<file path="config.mk">
export PLATFORM = sky130hd
export DESIGN_NAME = rps_match_controller
export DESIGN_NICKNAME = d
export VERILOG_FILES = /design/src/rtl/rps_match_controller.sv
export SDC_FILE = /design/constraint.sdc
export NUM_CORES = 1
export LEC_CHECK = 0
export ABC_AREA = 1
export BUFFER_PORTS_ARGS = -buffer_cell sky130_fd_sc_hd__buf_2
export CAP_MARGIN = 20
export CORE_MARGIN = 2
export CORE_UTILIZATION = 45
export DETAILED_ROUTE_END_ITERATION = 10
export PLACE_DENSITY = 0.73
export SLEW_MARGIN = 20
export SYNTH_ARGS = -nofsm -noshare
export SYNTH_HDL_FRONTEND = slang
export SYNTH_SLANG_ARGS = --single-unit
</file>
<file path="constraint.sdc">
create_clock -name clock -period 3.2 [get_ports clock]
set_input_delay 0.16 -clock clock [delete_from_list [all_inputs] [get_ports clock]]
set_output_delay 0.16 -clock clock [all_outputs]
set_load 0.03 [all_outputs]
</file>
<file path="src/rtl/rps_match_controller.sv">
// rtl/rps_match_controller.sv - rock-paper-scissors match controller driving a combinational judge
//
// Purpose:
//   Collects one move per player per round, presents both moves to an
//   external combinational judge for one cycle, samples the verdict and
//   keeps a saturating round-win score per player. Declares the match
//   winner once either score reaches WINS_TO_MATCH.
//
// Ports:
//   clock, reset_n          rising-edge clock, asynchronous active-low reset
//   p1_move/p1_valid        player 1 move offer (one-hot rock/paper/scissors)
//   p2_move/p2_valid        player 2 move offer
//   new_match               synchronous match restart, valid in every state
//   player1, player2        registered moves to the judge, 000 when not judging
//   p1wins, p2wins, tied    judge verdict
//   round_done              one-cycle pulse when a round has been scored
//   p1_score, p2_score      round wins per player
//   match_over              level, high while the match is decided
//   match_winner            01 player 1, 10 player 2, 00 none
//   err_move                one-cycle pulse for a non-one-hot move offer
//   err_verdict             one-cycle pulse for a verdict that is not one-hot

module rps_match_controller #(
  parameter int WINS_TO_MATCH = 3,
  parameter int SCORE_W       = 3
) (
  input  logic               clock,
  input  logic               reset_n,
  input  logic [2:0]         p1_move,
  input  logic               p1_valid,
  input  logic [2:0]         p2_move,
  input  logic               p2_valid,
  input  logic               new_match,
  output logic [2:0]         player1,
  output logic [2:0]         player2,
  input  logic               p1wins,
  input  logic               p2wins,
  input  logic               tied,
  output logic               round_done,
  output logic [SCORE_W-1:0] p1_score,
  output logic [SCORE_W-1:0] p2_score,
  output logic               match_over,
  output logic [1:0]         match_winner,
  output logic               err_move,
  output logic               err_verdict
);

  localparam logic [1:0] S_COLLECT = 2'd0;
  localparam logic [1:0] S_JUDGE   = 2'd1;
  localparam logic [1:0] S_UPDATE  = 2'd2;
  localparam logic [1:0] S_DONE    = 2'd3;

  localparam logic [SCORE_W-1:0] TARGET = SCORE_W'(WINS_TO_MATCH);

  logic [1:0] state;
  logic [2:0] p1_latch;
  logic [2:0] p2_latch;
  logic       p1_full;
  logic       p2_full;

  function automatic logic is_onehot(input logic [2:0] m);
    return (m == 3'b001) || (m == 3'b010) || (m == 3'b100);
  endfunction

  // Offer qualification. A malformed move is flagged whether or not its
  // latch is free, but it never reaches a latch.
  logic p1_bad, p2_bad;
  logic p1_take, p2_take;
  logic p1_ready, p2_ready;

  always_comb begin
    p1_bad   = p1_valid && !is_onehot(p1_move);
    p2_bad   = p2_valid && !is_onehot(p2_move);
    p1_take  = p1_valid && is_onehot(p1_move) && !p1_full;
    p2_take  = p2_valid && is_onehot(p2_move) && !p2_full;
    p1_ready = p1_full || p1_take;
    p2_ready = p2_full || p2_take;
  end

  // Verdict decode. Anything other than exactly one asserted verdict line
  // scores as a tie and raises err_verdict.
  logic v_p1, v_p2, v_tie, v_bad;

  always_comb begin
    v_p1  =  p1wins && !p2wins && !tied;
    v_p2  = !p1wins &&  p2wins && !tied;
    v_tie = !p1wins && !p2wins &&  tied;
    v_bad = !(v_p1 || v_p2 || v_tie);
  end

  logic p1_at_target, p2_at_target;

  always_comb begin
    p1_at_target = (p1_score == TARGET);
    p2_at_target = (p2_score == TARGET);
  end

  always_ff @(posedge clock or negedge reset_n) begin
    if (!reset_n) begin
      state        <= S_COLLECT;
      p1_latch     <= 3'b000;
      p2_latch     <= 3'b000;
      p1_full      <= 1'b0;
      p2_full      <= 1'b0;
      player1      <= 3'b000;
      player2      <= 3'b000;
      round_done   <= 1'b0;
      p1_score     <= '0;
      p2_score     <= '0;
      match_over   <= 1'b0;
      match_winner <= 2'b00;
      err_move     <= 1'b0;
      err_verdict  <= 1'b0;
    end else begin
      // Pulses are single-cycle unless re-asserted below.
      round_done  <= 1'b0;
      err_move    <= 1'b0;
      err_verdict <= 1'b0;

      if (new_match) begin
        state        <= S_COLLECT;
        p1_latch     <= 3'b000;
        p2_latch     <= 3'b000;
        p1_full      <= 1'b0;
        p2_full      <= 1'b0;
        player1      <= 3'b000;
        player2      <= 3'b000;
        p1_score     <= '0;
        p2_score     <= '0;
        match_over   <= 1'b0;
        match_winner <= 2'b00;
      end else begin
        case (state)
          S_COLLECT: begin
            err_move <= p1_bad || p2_bad;
            if (p1_take) begin
              p1_latch <= p1_move;
              p1_full  <= 1'b1;
            end
            if (p2_take) begin
              p2_latch <= p2_move;
              p2_full  <= 1'b1;
            end
            // Moves go to the judge on the same edge the second latch fills,
            // so they are visible for exactly the JUDGE cycle.
            if (p1_ready && p2_ready) begin
              state   <= S_JUDGE;
              player1 <= p1_take ? p1_move : p1_latch;
              player2 <= p2_take ? p2_move : p2_latch;
            end
          end

          S_JUDGE: begin
            player1 <= 3'b000;
            player2 <= 3'b000;
            if (v_p1 && (p1_score < TARGET)) begin
              p1_score <= p1_score + 1'b1;
            end
            if (v_p2 && (p2_score < TARGET)) begin
              p2_score <= p2_score + 1'b1;
            end
            err_verdict <= v_bad;
            round_done  <= 1'b1;
            state       <= S_UPDATE;
          end

          S_UPDATE: begin
            if (p1_at_target || p2_at_target) begin
              state        <= S_DONE;
              match_over   <= 1'b1;
              match_winner <= p1_at_target ? 2'b01 : 2'b10;
            end else begin
              p1_latch <= 3'b000;
              p2_latch <= 3'b000;
              p1_full  <= 1'b0;
              p2_full  <= 1'b0;
              state    <= S_COLLECT;
            end
          end

          S_DONE: begin
            // Holds until new_match; offers are ignored.
            state <= S_DONE;
          end

          default: begin
            state <= S_COLLECT;
          end
        endcase
      end
    end
  end

endmodule

</file>
Word-level counts from Yosys, hierarchy flattened
Index checks and enable logic that the tools add are counted.
- bits in registers: 28
- output and inout bits: 18
- word-level logic and storage cells: 124
- $add $sub $neg: 2
- magnitude comparators: 2
- eq/ne operators: 15
- mux-type cells: 43
- reduce and logical (&&, ||, !) cells: 48
- operator list (cell ; number):
    $mux 3 ; 15
    $pmux 3 s2 ; 4
    $logic_and 1x1->1 ; 15
    $mux 1 ; 14
    $mux 2 ; 7
    $eq 3x2->1 const B ; 4
    $ne 3x3->1 const B ; 4
    $logic_or 1x1->1 ; 10
    $reduce_and 2->1 ; 5
    $reduce_bool 2->1 ; 5
    $logic_not 1->1 ; 8
    $pmux 2 s4 ; 1
    $add 3x1->3 const B ; 2
    $eq 3x1->1 const B ; 2
    $eq 3x3->1 const B ; 2
    $lt 3x2->1 const B ; 2
    $reduce_and 3->1 ; 2
    $reduce_bool 3->1 ; 2
    $eq 2x2->1 const B ; 2
    $pmux 1 s2 ; 2
    $eq 2x1->1 const B ; 1
    $logic_not 2->1 ; 1

Longest topological paths before layout
- depth after elaboration: 10
- depth in mapped cells: 11
- depth with buffers taken out: 11

Least setup slack after synthesis
Ideal clock, no wire load.
- kind: reg-to-reg
- start point: register p1_score[0]
- end point: register p1_full
- arrival time: 1.622 ns
- data required time: 3.072 ns
- setup slack: 1.450 ns
- cell stages (with the launch flop): 8
- period minus slack after synthesis: 1.750 ns
- path through: dfrtp_1 ha_1 ha_1 or2_2 nand2_2 a21oi_4 a21oi_1 o21ai_0
- cells in the longest elaborated chain, start to end: 4
- ends and longest elaborated chain (element ; line ; source):
    start, declared ; 40 ; output logic [SCORE_W-1:0] p1_score,
    start signal, assigned ; 157 ; p1_score <= p1_score + 1'b1;
    $eq 3x2->1 ; 94 ; p1_at_target = (p1_score == TARGET);
    $logic_or 1x1->1 ; 168 ; if (p1_at_target || p2_at_target) begin
    $ne 3x3->1 (no source line) ; -- ;
    $reduce_and 3->1 (no source line) ; -- ;
    end signal, assigned ; 103 ; p1_full <= 1'b0;
    end signal, assigned ; 124 ; p1_full <= 1'b0;
    end signal, assigned ; 175 ; p1_full <= 1'b0;
    end, declared ; 58 ; logic p1_full;
Every way passes these cells.
A chain may end at the register's enable or synchronous reset.

Worst setup path after layout
- start point: register p1_score[0]
- end point: register p2_full
- cells in the longest elaborated chain, start to end: 4
- ends and longest elaborated chain (element ; line ; source):
    $eq 3x2->1 ; 94 ;
    $logic_or 1x1->1 ; 168 ;
    $ne 3x3->1 (no source line) ; -- ;
    $reduce_and 3->1 (no source line) ; -- ;
    end signal, assigned ; 104 ; p2_full <= 1'b0;
    end signal, assigned ; 125 ; p2_full <= 1'b0;
    end signal, assigned ; 176 ; p2_full <= 1'b0;
    end, declared ; 59 ; logic p2_full;
Every way passes these cells.

==> qor.csv <==
stage;metric;value;unit
clocking;clock root buffer;clkbuf_4;
sta;RSZ-0062 raised after global routing;no;
power;P_int;0.000546;W
die;core region area;3050;um2
final_layout;share of layout cells above drive strength 1;0.212;
clocking;clock latency at the later pin of the worst-skew pair;0.33;ns
critical_path;reg2reg setup slack;1.50;ns
min_path;Worst Hold Class;in2reg;
drt;Via-to-Cell Ratio;4.95;
final_layout;Core Util, Final;0.557;
sta;fin crit share;0.530;
clocking;H-tree depth;1;
critical_path;CP Launch Type;register;
critical_path;RR Startpoint;p1_score[0]$_DFFE_PN0P_;
sta;slew margin rel.;0.587;
sta;setup_tns;0;ns
global_routing;Tot GR Track Use;0.186;
critical_path;crit path capture;p2_full$_DFFE_PN0P_;
drt;DRT iter0 DRCs;47;
clocking;clk sinks;28;
global_routing;number of global-route vias before repair;1276;
logic_synthesis;Synthesized Nets;199;
critical_path;data required time of the worst path;3.47;ns
logic_synthesis;Yosys warnings;0;
critical_path;critical-path cell list;ha_1 > ha_1 > or2_2 > nand2_2 > a21oi_4 > a21oi_1 > nand2_1 > o21ai_0;
logic_synthesis;top_reg_cell synth;dfrtp_1;
placement;placed cell areas;1650;um2
sta;Final Worst Setup Slack;1.50;ns
logic_synthesis;Yosys reg bits;28;
clocking;Clock Path Buffers;2;
global_routing;grt ovf;0;
drt;DRC viols;0;
sta;final setup vio count;0;
placement;number of port buffers;31;
sta;Pins Over Slew Limit;0;
sta;Max Fclk;590;MHz
power;Gate power share;0.319;
critical_path;CP top delay family;simple AND/OR/NAND/NOR gates;
critical_path;critical path depth in cells;8;
die;io pins;32;
critical_path;R2R depth;8;
logic_synthesis;Synth cell types;20;
clocking;CTS buffer count;3;
logic_synthesis;Synth area leader;dfrtp_1;
logic_synthesis;async set-or-reset flop fraction in the synthesized netlist;1.00;
logic_synthesis;synth top area cells;dfrtp_1, nand2_1, inv_1, nand3_1, nor2_1;
power;Sw Ratio;0.371;
placement;Post-DP HPWL;2.18;mm
final_layout;Layout area overhead;17.8;%
critical_path;CP bufs+invs;0;
sta;Hold Vio Cnt, Final;0;
critical_path;WS Path Type;reg2reg;
placement;Final GP Congestion;0.785;
logic_synthesis;most common cell in the netlist;nand2_1;
critical_path;crit path from;p1_score[0]$_DFFE_PN0P_;
sta;post-route minimum period;1.70;ns
logic_synthesis;post-synthesis sequential area ratio;0.486;
drt;WL/cell;11.1;um
drt;final WL;2.90;mm
critical_path;Critical Path AT;1.96;ns
die;overall die area;3670;um2
power;NetSw;0.000322;W
sta;worst slew pin tran;0.619;ns
die;die width;60.6;um
run_status;status;finished clean;
die;Initial Utilization;0.473;
logic_synthesis;synth cell count leaders;nand2_1, dfrtp_1, inv_1;
global_routing;number of antenna violations at the first check in global routing;0;
critical_path;Worst Setup End Kind;register;
final_layout;Nets;236;
sta;Worst Clk Skew;0.00538;ns
critical_path;Most common cell on crit path;ha_1;
final_layout;fin area;1700;um2
critical_path;slowest stage delay, CP;0.42;ns
clocking;CTS tree;built;
drt;Pre-antenna DRT Iters;4;
critical_path;Worst Path Max Fanout;5;
power;Max IR drop VDD;0.288;mV
clocking;setup bufs post-CTS;0;
power;Flop pwr share;0.480;
power;pwr dens;511;nW/um2
final_layout;fill count;299;
critical_path;slowest CP cell;dfrtp_1;
power;total power;0.000868;W
placement;dpl ws;1.52;ns
die;row cnt;20;
global_routing;largest net degree at the start of global routing;29;
flow_run;Max-Cap Viols;0;
logic_synthesis;cell count after synthesis;181;
drt;total vias in the final route;1292;
global_routing;global-route wire length before repair;5.18;mm
logic_synthesis;synthesized cell area;1440;um2
power;static leakage;0.951;nW
drt;ANT nets after route;0;
power;clock network power share;0.201;
logic_synthesis;number of synthesized flops with an enable pin;0;
final_layout;# diodes;0;
die;DIE HEIGHT;60.6;um
clocking;Clock transition at path regs;0.15;ns
logic_synthesis;Syn Area/Cell;7.97;um2
critical_path;reg-to-reg endpoint;p2_full$_DFFE_PN0P_;
logic_synthesis;post-synth top area share;0.486;
[cell usage in the layout, fill, tap and decap left out, drive strengths merged]
cell	count
nand3	13
or2	1
nand4	7
dfrtp	28
o32ai	1
o211ai	1
clkbuf	4
nor3	2
nor2	15
inv	30
buf	31
a2111oi	1
ha	4
o21ai	5
nand2	56
o31ai	1
o22ai	7
dlygate4sd3	1
a21oi	9
[worst min-delay path by stage]
stage / from / endpoint / slack, ns / cells after the start
after CTS: tied / err_verdict$_DFF_PN0_ / 0.02 / 2
after detailed placement: reset_n / err_move$_DFF_PN0_ / 0.22 / 1
final: tied / err_verdict$_DFF_PN0_ / 0.03 / 2
after floorplan: reset_n / err_move$_DFF_PN0_ / -0.14 / 0
after global routing: tied / err_verdict$_DFF_PN0_ / 0.01 / 2
after global placement: reset_n / err_move$_DFF_PN0_ / 0.21 / 1
[cell families after synthesis]
kind of cell,synth area share
fa+ha+maj,0.0347
flops,0.486
buf+inv,0.0781
simple gates,0.284
compound gates,0.118
[power groups by stage]
stage                     clock network (W)  registers [W]  logic (W)
after CTS                          0.000181       0.000417   0.000280
after detailed placement                  0       0.000424   0.000277
after global placement                    0       0.000422   0.000275
final                              0.000174       0.000417   0.000277
after global routing               0.000197       0.000422   0.000316
after floorplan                           0       0.000469   0.000152
[metrics by stage]
step | std cells | hold WS, ns
after floorplan | 181 | -0.136
after global placement | 256 | 0.214
after detailed placement | 256 | 0.215
after CTS | 261 | 0.0224
after global routing | 261 | 0.0148
final | 261 | 0.0326
[layer usage]
| layer | global-route usage | part of all wire | wire length (um) |
|---|---|---|---|
| met1 | 0.220 | 0.46 | 1350 |
| met2 | 0.346 | 0.48 | 1390 |
| met3 | 0.0469 | 0.053 | 154 |
| met4 | 0.0280 | 0.0045 | 13 |
| met5 | 0 | 0 | 0 |
[state kept, by name (all words and copies together), names as in the netlist, 2 cells and up]
name and count:
match_winner 2, state 2, p1_latch 3, player2 3
player1 3, p2_score 3, p2_latch 3, p1_score 3
[area by class of cell]
| cell class | instances | area, um2 | share of cell area |
|---|---|---|---|
| inverters | 30 | 113 | 0.0663 |
| multi-input cells | 123 | 629 | 0.370 |
| clock buffers | 4 | 36.3 | 0.0214 |
| flip-flops and latches | 28 | 701 | 0.412 |
| well taps | 44 | 55.1 | 0.0324 |
| repair buffers | 32 | 165 | 0.0972 |
[what timing repair did]
| action | in CTS | in global routing |
|---|---|---|
| gates resized for setup | 0 | 0 |
| setup endpoints to repair | 0 | 0 |
| hold endpoints to repair | 28 | 0 |
| hold buffers | 1 | 0 |
Power figures use the tool's default switching activity.
